### src/rtl/s_axil_pkg.sv
// Shared response codes, lane/index helpers and the strobe-to-mask function
// for the AXI4-Lite register file.
package s_axil_pkg;

  localparam logic [1:0] RESP_OKAY   = 2'b00;
  localparam logic [1:0] RESP_SLVERR = 2'b10;

  localparam int MAX_DATA_WIDTH = 64;
  localparam int MAX_LANES      = MAX_DATA_WIDTH / 8;

  function automatic int byte_lanes(input int data_width);
    return data_width / 8;
  endfunction

  // Number of low address bits that select a byte inside one register.
  function automatic int idx_lsb(input int data_width);
    return $clog2(data_width / 8);
  endfunction

  function automatic logic [MAX_DATA_WIDTH-1:0] strb_to_mask(input logic [MAX_LANES-1:0] strb);
    logic [MAX_DATA_WIDTH-1:0] m;
    m = '0;
    for (int i = 0; i < MAX_LANES; i++) m[i*8 +: 8] = {8{strb[i]}};
    return m;
  endfunction

endpackage

### src/rtl/s_axil_hold_reg.sv
// One-entry valid/ready holding register: accepts when empty, holds until
// the consumer clears it.
module s_axil_hold_reg #(
  parameter int WIDTH = 8
) (
  input  logic             clk_i,
  input  logic             rst_ni,
  input  logic             valid_i,
  output logic             ready_o,
  input  logic [WIDTH-1:0] data_i,
  input  logic             clr_i,
  output logic             full_o,
  output logic [WIDTH-1:0] data_o
);

  logic             full_q;
  logic [WIDTH-1:0] data_q;

  assign ready_o = !full_q;
  assign full_o  = full_q;
  assign data_o  = data_q;

  // Load and clear never coincide: clear only happens while full.
  always_ff @(posedge clk_i or negedge rst_ni) begin
    if (!rst_ni) begin
      full_q <= 1'b0;
      data_q <= '0;
    end else if (valid_i && !full_q) begin
      full_q <= 1'b1;
      data_q <= data_i;
    end else if (clr_i) begin
      full_q <= 1'b0;
    end
  end

endmodule

### src/rtl/s_axil_regfile.sv
// Parametrised AXI4-Lite register file with RO status registers and
// per-register strobes. Define S_AXIL_REGFILE_SLVERR_EN for SLVERR responses.
module s_axil_regfile
  import s_axil_pkg::*;
#(
  parameter int                    ADDR_WIDTH  = 8,
  parameter int                    DATA_WIDTH  = 32,
  parameter int                    NUM_REGS    = 16,
  parameter logic [NUM_REGS-1:0]   RO_MASK     = '0,
  parameter logic [DATA_WIDTH-1:0] RESET_VALUE = '0
) (
  input  logic                           ACLK,
  input  logic                           ARESETN,
  input  logic [ADDR_WIDTH-1:0]          AWADDR,
  input  logic                           AWVALID,
  output logic                           AWREADY,
  input  logic [DATA_WIDTH-1:0]          WDATA,
  input  logic [DATA_WIDTH/8-1:0]        WSTRB,
  input  logic                           WVALID,
  output logic                           WREADY,
  output logic [1:0]                     BRESP,
  output logic                           BVALID,
  input  logic                           BREADY,
  input  logic [ADDR_WIDTH-1:0]          ARADDR,
  input  logic                           ARVALID,
  output logic                           ARREADY,
  output logic [DATA_WIDTH-1:0]          RDATA,
  output logic [1:0]                     RRESP,
  output logic                           RVALID,
  input  logic                           RREADY,
  output logic [NUM_REGS*DATA_WIDTH-1:0] reg_out,
  input  logic [NUM_REGS*DATA_WIDTH-1:0] status_in,
  output logic [NUM_REGS-1:0]            wr_pulse,
  output logic [NUM_REGS-1:0]            rd_pulse
);

  localparam int LANES = byte_lanes(DATA_WIDTH);
  localparam int LSB   = idx_lsb(DATA_WIDTH);
  localparam int IDX_W = ADDR_WIDTH - LSB;

  logic                    aw_full, w_full, commit;
  logic [ADDR_WIDTH-1:0]   aw_addr;
  logic [DATA_WIDTH+LANES-1:0] w_pack;
  logic [DATA_WIDTH-1:0]   w_data, wmask;
  logic [LANES-1:0]        w_strb;
  logic [IDX_W-1:0]        wr_idx, rd_idx;
  logic [NUM_REGS-1:0]     wr_hit, rd_hit, wr_en;
  logic [NUM_REGS-1:0][DATA_WIDTH-1:0] rd_val;
  logic [1:0]              bresp_d, rresp_d;
  logic [DATA_WIDTH-1:0]   rdata_d;
  logic                    ar_hs;

  logic                    bvalid_q, rvalid_q;
  logic [1:0]              bresp_q, rresp_q;
  logic [DATA_WIDTH-1:0]   rdata_q;
  logic [NUM_REGS-1:0]     wr_pulse_q, rd_pulse_q;

  s_axil_hold_reg #(.WIDTH(ADDR_WIDTH)) u_aw_hold (
    .clk_i(ACLK), .rst_ni(ARESETN), .valid_i(AWVALID), .ready_o(AWREADY),
    .data_i(AWADDR), .clr_i(commit), .full_o(aw_full), .data_o(aw_addr)
  );

  s_axil_hold_reg #(.WIDTH(DATA_WIDTH+LANES)) u_w_hold (
    .clk_i(ACLK), .rst_ni(ARESETN), .valid_i(WVALID), .ready_o(WREADY),
    .data_i({WSTRB, WDATA}), .clr_i(commit), .full_o(w_full), .data_o(w_pack)
  );

  assign w_data = w_pack[DATA_WIDTH-1:0];
  assign w_strb = w_pack[DATA_WIDTH +: LANES];
  assign wmask  = DATA_WIDTH'(strb_to_mask(MAX_LANES'(w_strb)));

  // Holding a finished response blocks the next commit until B drains.
  assign commit = aw_full && w_full && (!bvalid_q || BREADY);
  assign wr_idx = aw_addr[ADDR_WIDTH-1:LSB];
  assign rd_idx = ARADDR[ADDR_WIDTH-1:LSB];
  assign wr_en  = wr_hit & ~RO_MASK;

  assign ARREADY = !rvalid_q || RREADY;
  assign ar_hs   = ARVALID && ARREADY;

  logic unused_addr_lsb;
  assign unused_addr_lsb = ^{aw_addr[LSB-1:0], ARADDR[LSB-1:0]};

  for (genvar i = 0; i < NUM_REGS; i++) begin : g_reg
    assign wr_hit[i] = (wr_idx == IDX_W'(i));
    assign rd_hit[i] = (rd_idx == IDX_W'(i));
    if (RO_MASK[i]) begin : g_ro
      assign reg_out[i*DATA_WIDTH +: DATA_WIDTH] = '0;
      assign rd_val[i] = status_in[i*DATA_WIDTH +: DATA_WIDTH];
    end else begin : g_rw
      logic [DATA_WIDTH-1:0] r_q;
      logic unused_status;
      assign unused_status = ^status_in[i*DATA_WIDTH +: DATA_WIDTH];
      always_ff @(posedge ACLK or negedge ARESETN) begin
        if (!ARESETN)                  r_q <= RESET_VALUE;
        else if (commit && wr_hit[i])  r_q <= (r_q & ~wmask) | (w_data & wmask);
      end
      assign reg_out[i*DATA_WIDTH +: DATA_WIDTH] = r_q;
      assign rd_val[i] = r_q;
    end
  end

  // Out-of-range reads fall through to zero.
  always_comb begin
    rdata_d = '0;
    for (int i = 0; i < NUM_REGS; i++) if (rd_hit[i]) rdata_d = rd_val[i];
  end

`ifdef S_AXIL_REGFILE_SLVERR_EN
  assign bresp_d = (|wr_en)  ? RESP_OKAY : RESP_SLVERR;
  assign rresp_d = (|rd_hit) ? RESP_OKAY : RESP_SLVERR;
`else
  assign bresp_d = RESP_OKAY;
  assign rresp_d = RESP_OKAY;
`endif

  always_ff @(posedge ACLK or negedge ARESETN) begin
    if (!ARESETN) begin
      bvalid_q   <= 1'b0;
      bresp_q    <= RESP_OKAY;
      wr_pulse_q <= '0;
    end else begin
      wr_pulse_q <= commit ? wr_en : '0;
      if (commit) begin
        bvalid_q <= 1'b1;
        bresp_q  <= bresp_d;
      end else if (BREADY) begin
        bvalid_q <= 1'b0;
      end
    end
  end

  // RDATA samples the register before a same-edge commit lands.
  always_ff @(posedge ACLK or negedge ARESETN) begin
    if (!ARESETN) begin
      rvalid_q   <= 1'b0;
      rdata_q    <= '0;
      rresp_q    <= RESP_OKAY;
      rd_pulse_q <= '0;
    end else begin
      rd_pulse_q <= ar_hs ? rd_hit : '0;
      if (ar_hs) begin
        rvalid_q <= 1'b1;
        rdata_q  <= rdata_d;
        rresp_q  <= rresp_d;
      end else if (RREADY) begin
        rvalid_q <= 1'b0;
      end
    end
  end

  assign BVALID   = bvalid_q;
  assign BRESP    = bresp_q;
  assign RVALID   = rvalid_q;
  assign RDATA    = rdata_q;
  assign RRESP    = rresp_q;
  assign wr_pulse = wr_pulse_q;
  assign rd_pulse = rd_pulse_q;

endmodule

### config.mk
export PLATFORM = sky130hd
export DESIGN_NAME = s_axil_regfile
export DESIGN_NICKNAME = d
export VERILOG_FILES = /design/src/rtl/s_axil_pkg.sv /design/src/rtl/s_axil_hold_reg.sv /design/src/rtl/s_axil_regfile.sv
export SDC_FILE = /design/constraint.sdc
export NUM_CORES = 1
export LEC_CHECK = 0
export CELL_PAD_IN_SITES_DETAIL_PLACEMENT = 1
export CELL_PAD_IN_SITES_GLOBAL_PLACEMENT = 1
export CORE_AREA = 4 4 443 445
export DETAILED_ROUTE_END_ITERATION = 16
export DIE_AREA = 0 0 447 449
export HOLD_SLACK_MARGIN = 0.08
export PLACE_DENSITY = 0.44
export RECOVER_POWER = 25
export SLEW_MARGIN = 0
export SYNTH_ARGS = -nofsm -noshare
export SYNTH_HDL_FRONTEND = slang
export SYNTH_SLANG_ARGS = --single-unit
### constraint.sdc
create_clock -name ACLK -period 2.2 [get_ports ACLK]
set_input_delay 0.33 -clock ACLK [delete_from_list [all_inputs] [get_ports ACLK]]
set_output_delay 0.33 -clock ACLK [all_outputs]
set_load 0.005 [all_outputs]
==> results.ini, run 1 <==
[floorplan]
die_area_sq_um = 201000
die_y_um = 449
dieWidth_um = 447
coreArea_sq_um = 192000
initial_core_util = 0.144
rows = 161
ios = 1156

[final_layout]
drive_gt1_frac = 0.374
fin_area_sq_um = 43500
syn2layout_area_growth_pct = 57.6
insertedDiodeCount = 0
fin_cells = 5654
nets = 3638

[timing]
rsz0062_at_grt = true
finalSetupViolCount = 21
fin_tns_setup_ns = -0.142
worst_pin_slew_ns = 1.33
fin_crit_sh = 1.01
hold_ws_ns = 0.228
fmax_mhz = 451
fin_crit_ns = 2.22
drv_slew = 0
max_slew_margin = 0.113
finalClockSkew_ns = 0.0263
finalWorstSetupSlack_ns = -0.0153
hold_viol_final = 0

[global_routing]
grt_antenna_before_repair = 5
grt-ovfl-total = 0
grtUsageTotal = 0.180
grt_max_degree = 66
grt_pass1_wl_um = 244000
grt_pass1_vias = 24550

[synthesis]
async_flop_share = 1.00
yosysUniqueCellTypes = 66
synthTopCellsByArea = dfrtp_1 (56%), mux2_2 (23%), mux4_2 (2.9%), nand2_1 (2.1%), a21oi_1 (1.6%)
synth_top_family_by_area = multiplexers
syn_area_per_cell_sq_um = 13.1
ys_top_cells_by_count = dfrtp_1 (622), mux2_2 (569), nand2_1 (154), nor2_1 (101), a21oi_1 (89)
yosysMostFrequentCell = dfrtp_1
synth-simple-area-share = 0.0561
synth_edf_count = 0
netlist_area_sq_um = 27600
synth_top_area_share = 0.564
synth_area_leader_cell = dfrtp_1
synth-seq-cells = 622
synth.mux.area_fraction = 0.274
synth-compound-area-share = 0.0827
synth-main-ff-cell = dfrtp_1
yosys.area_share.adder = 0
synth_xor_area_frac = 0
yosysSeqAreaShare = 0.564
netlist_instances = 2100
synth_warnings = 0

[pwr]
vdd_drop_max_mv = 0.546
powerDensity_nw_per_um2 = 1320
p_leak_nw = 19.6

[placement]
post-dp-hpwl_um = 149000
placed_cells = 5497
portBuffers = 635
dp_worst_setup_slack_ns = -0.988
globalplace.congestion = 0.838
placed_cell_area_sq_um = 40600

[detailed_routing]
drc_errors = 0
first_pass_iters = 4
wl_um = 185000
ant_nets = 0
drt_iter0_drc = 1388
routedWlPerCell_um = 32.8
viasPerCell = 4.06
vias = 22952

[run_status]
outcome = finished with violations
violations = setup timing

[setup_path]
start_kind = register
r2r-start = BVALID$_DFFE_PN0P_
criticalPathCategory = register to register
arrival_ns = 2.80
rr_worst_depth = 9
worstPathRequired_ns = 2.78
r2r_slack_ns = -0.02
cp-end-kind = register
critPathMaxFanout = 8
cp-startpoint = BVALID$_DFFE_PN0P_

[hold_path]
hold_class = input pin to register

[cts]
insertion_delay_ns = 0.71
cts_buffers = 82
clk_pin_slew_ns = 0.06
clock_sinks = 622
cts_buffer_depth = 3
cts_root_buf = clkbuf_16
cts_tree = yes
htreeDepth = 3

[run]
cap_viol_max_count = 0

==> through the flow <==
step                       util  total power [mW]
after CTS                 0.226              58.6
final                     0.226              57.3
after detailed placement  0.211              44.1
after global placement    0.211              43.8
after floorplan               -              26.1
after global routing      0.226              60.0
==> cell families (layout without fill, tap and decap cells) <==
family,count (synthesis),in the layout
simple gates,345,345
flops,622,622
mux,641,641
buf+inv,147,1172
compound gates,344,344
other cells,1,4
==> per-layer routing <==
layer	global-route usage	vias up	share of wire
met2	0.332	647	0.53
met5	0	-	0
met1	0.191	12362	0.36
met4	0.0745	0	0.046
li1	-	9741	-
met3	0.0522	202	0.068
==> worst min path at each step <==
stage,from,end,depth (start not counted)
2_1_floorplan,ARESETN,BVALID$_DFFE_PN0P_,0
3_3_place_gp,ARESETN,async pin,1
3_5_place_dp,ARESETN,async pin,1
4_1_cts,AWADDR[6],u_aw_hold.data_o[6]$_DFFE_PN0P_,2
5_1_grt,WDATA[16],u_w_hold.data_o[16]$_DFFE_PN0P_,2
6_report,WDATA[16],u_w_hold.data_o[16]$_DFFE_PN0P_,2
==> power by group <==
part / switching (mW) / internal (mW)
clock network: 5.87 / 8.39
logic: 8.66 / 11.6
registers: 6.88 / 16.0
total: 21.4 / 35.9
==> repair_timing <==
item,CTS,global route
buffers inserted,5,5
endpoints found under the setup margin,387,487
endpoints found under the hold margin,389,0
hold buffers,2,0
pin swaps,3,4
cloned,0,0
gates resized for setup,87,57
==> placed cells by master, fill, tap and decap left out, types with 24 or more instances in the layout <==
cell type / count
a21oi_1: 89
a221oi_1: 24
buf_12: 82
buf_4: 257
buf_6: 30
clkbuf_1: 34
clkbuf_16: 83
clkdlybuf4s50_1: 571
dfrtp_1: 614
dlygate4sd2_1: 56
mux2_2: 569
mux2i_1: 36
mux4_2: 36
nand2_1: 139
nor2_1: 85
o21ai_0: 66
o22ai_1: 26
==> final cells by class <==
type                       instances  area [sq um]
sequential                       622         15600
timing repair buffer            1022         10300
inverter                           5          18.8
multi-input combinational       1334         11700
clock buffer                     123          2360
tap                             2526          3160
fill                           21339        149000
clock inverter                    22           405
==> critical path: stages (launching register included) <==
cell and delay [ns]:
dfrtp_1 0.37, nand2b_1 0.12, and4_1 0.24, buf_6 0.14, nand3_2 0.17, nor3_2 0.24
buf_6 0.19, nand2_1 0.11, buf_12 0.23, mux2_2 0.27
No activity file was read; power rests on OpenSTA's default activity.
==> inputs of run 2 (changes only) <==
HOLD_SLACK_MARGIN = 0.05   (was 0.08)
==> run 2 against run 1 <==
  * The flow still finishes with violations (setup timing)
  * Register-to-register slack gained 0.02 ns
  * Cell count is essentially flat
  * Maximum frequency grew 0.35%
  * Global-route usage is essentially flat
  * Sequential share of layout area is essentially flat
  * Non-clock buffer count grew 1
  * Routed wire length grew 0.13%
  * Setup slack gained 0.0078 ns
  * Worst hold slack gained 0.00094 ns
  * Utilization is essentially flat
  * Clock power is essentially flat
  * Largest power group unchanged
==> results.ini, run 2 (synthesized netlist as in run 1, its figures left out) <==
[hold_path]
holdPathStages = 2  ; unchanged
hold_class = input pin to register

[floorplan]
dieWidth_um = 447  ; unchanged
ios = 1156  ; unchanged
initial_core_util = 0.144  ; unchanged
rows = 161  ; unchanged
coreArea_sq_um = 192000  ; unchanged
die_y_um = 449  ; unchanged
die_area_sq_um = 201000  ; unchanged

[detailed_routing]
drc_errors = 0  ; unchanged
vias = 22929  ; -0.10%
first_pass_iters = 5  ; +1
viasPerCell = 4.05  ; -0.14%
ant_nets = 0  ; unchanged
routedWlPerCell_um = 32.8  ; about the same
wl_um = 186000  ; +0.13%
drt_iter0_drc = 1369  ; -1.4%

[timing]
finalWorstSetupSlack_ns = -0.00746  ; +0.00783 ns
finalClockSkew_ns = 0.0237  ; -0.00266 ns
rsz0062_at_grt = true
finalSetupViolCount = 3  ; -86%
drv_slew = 0  ; unchanged
max_slew_margin = 0.121  ; +0.00806
worst_pin_slew_ns = 1.32  ; -0.0121 ns
fmax_mhz = 453  ; +0.35%
fin_crit_sh = 1.00  ; -0.00356
fin_tns_setup_ns = -0.0129  ; +0.129 ns
fin_crit_ns = 2.21  ; -0.00783 ns
hold_viol_final = 0  ; unchanged

[setup_path]
rr_worst_depth = 9  ; unchanged
cp-end-kind = register
timing.critical_path.mode_cell = a21oi_1
arrival_ns = 2.82  ; +0.02 ns
critPathMaxFanout = 4  ; -4
worstPathCellList = clkdlybuf4s50_1 -> or4b_4 -> nor2_2 -> buf_4 -> a221o_1 -> a21oi_1 -> or4_1 -> a21oi_1
slowest_delay_ns = 0.57  ; +0.20 ns
criticalPathCategory = input pin to register
r2r_slack_ns = 0  ; +0.02 ns
worstPathRequired_ns = 2.82  ; +0.04 ns
slowest_stage = or4b_4
start_kind = input pin

[cts]
cts_buffer_depth = 3  ; unchanged
cts_buffers = 82  ; unchanged
cts_tree = yes
htreeDepth = 3  ; unchanged
clk_pin_slew_ns = 0.06  ; about the same
cts_root_buf = clkbuf_16
insertion_delay_ns = 0.70  ; about the same
clock_sinks = 622  ; unchanged

[global_routing]
grt_max_degree = 66  ; unchanged
grt_pass1_vias = 24584  ; +0.14%
grtUsageTotal = 0.181  ; +0.000226
grt_antenna_before_repair = 5  ; unchanged
grt_pass1_wl_um = 244000  ; about the same
grt-ovfl-total = 0  ; unchanged

[pwr]
powerDensity_nw_per_um2 = 1320  ; about the same
p_leak_nw = 19.6  ; about the same
vdd_drop_max_mv = 0.544  ; -0.46%

[run]
cap_viol_max_count = 0  ; unchanged

[final_layout]
drive_gt1_frac = 0.374  ; about the same
final_common_cell = dfrtp_1
syn2layout_area_growth_pct = 57.7  ; about the same
mostFrequentLayoutCells = dfrtp_1 (614), clkdlybuf4s50_1 (571), mux2_2 (569)
nets = 3639  ; +0.027%

[placement]
globalplace.congestion = 0.838  ; unchanged
portBuffers = 635  ; unchanged
dp_worst_setup_slack_ns = -0.988  ; unchanged
post-dp-hpwl_um = 149000  ; unchanged

[run_status]
violations = setup timing
outcome = finished with violations

run 2: changes by cell type in the layout (fill, tap and decap cells not counted), sizes merged:
cell | before | now
diode | 0 | 1
dlygate4sd3 | 2 | 3
run 2: report_power, final:
part	switching (mW)	internal, mW
registers	6.88	16.0
logic	8.67	11.6
clock network	5.87	8.39
total	21.4	35.9
run 2: critical path: cells and delay by family:
kind / cells / cell delay (ns)
buf+inv: 2 / 0.76
compound gates: 3 / 0.34
simple gates: 3 / 1.38
run 2: timing repair:
action	CTS	global route
pin swaps	3	4
setup endpoints to repair	387	487
gates resized for setup	87	57
hold endpoints to repair	298	0
buffers inserted	5	5
gates cloned	0	0
hold buffers	3	0
run 2: stage by stage:
| stage | hold slack (ns) | instance area, sq um | instances | utilization | power, mW |
|---|---|---|---|---|---|
| after floorplan | 0.0344 | 27600 | 2103 | - | 26.1 |
| after global placement | 0.243 | 40600 | 5497 | 0.211 | 43.8 |
| after detailed placement | 0.240 | 40600 | 5497 | 0.211 | 44.1 |
| after CTS | 0.151 | 43400 | 5650 | 0.226 | 58.6 |
| after global routing | 0.192 | 43500 | 5655 | 0.227 | 60.0 |
| final | 0.229 | 43500 | 5656 | 0.227 | 57.3 |
run 2: cell type report:
cell class,count,area [sq um]
fillers,21339,149000
flip-flops and latches,622,15600
multi-input cells,1334,11700
repair buffers,1023,10300
well taps,2526,3160
clock buffers,123,2360
clock inverters,22,405
inverters,5,18.8
diodes,1,2.50
run 2: final timing paths:
| path | end | start |
|---|---|---|
| worst max-delay path | RDATA[5]$_DFFE_PN0P_ | ARADDR[4] |
| min in group asynchronous | async pin | ARESETN |
| worst max register to register | register | BVALID$_DFFE_PN0P_ |
| max in group asynchronous | async pin | ARESETN |
| worst min-delay path | u_w_hold.data_o[16]$_DFFE_PN0P_ | WDATA[16] |
| worst min register to register | RDATA[27]$_DFFE_PN0P_ | RDATA[27]$_DFFE_PN0P_ |
run 2: per-layer routing:
layer | track usage | vias to the layer above | wire, um
li1 | - | 9720 | -
met4 | 0.0749 | 0 | 8820
met1 | 0.191 | 12345 | 67400
met5 | 0 | - | 0
met2 | 0.332 | 655 | 97400
met3 | 0.0522 | 209 | 12100
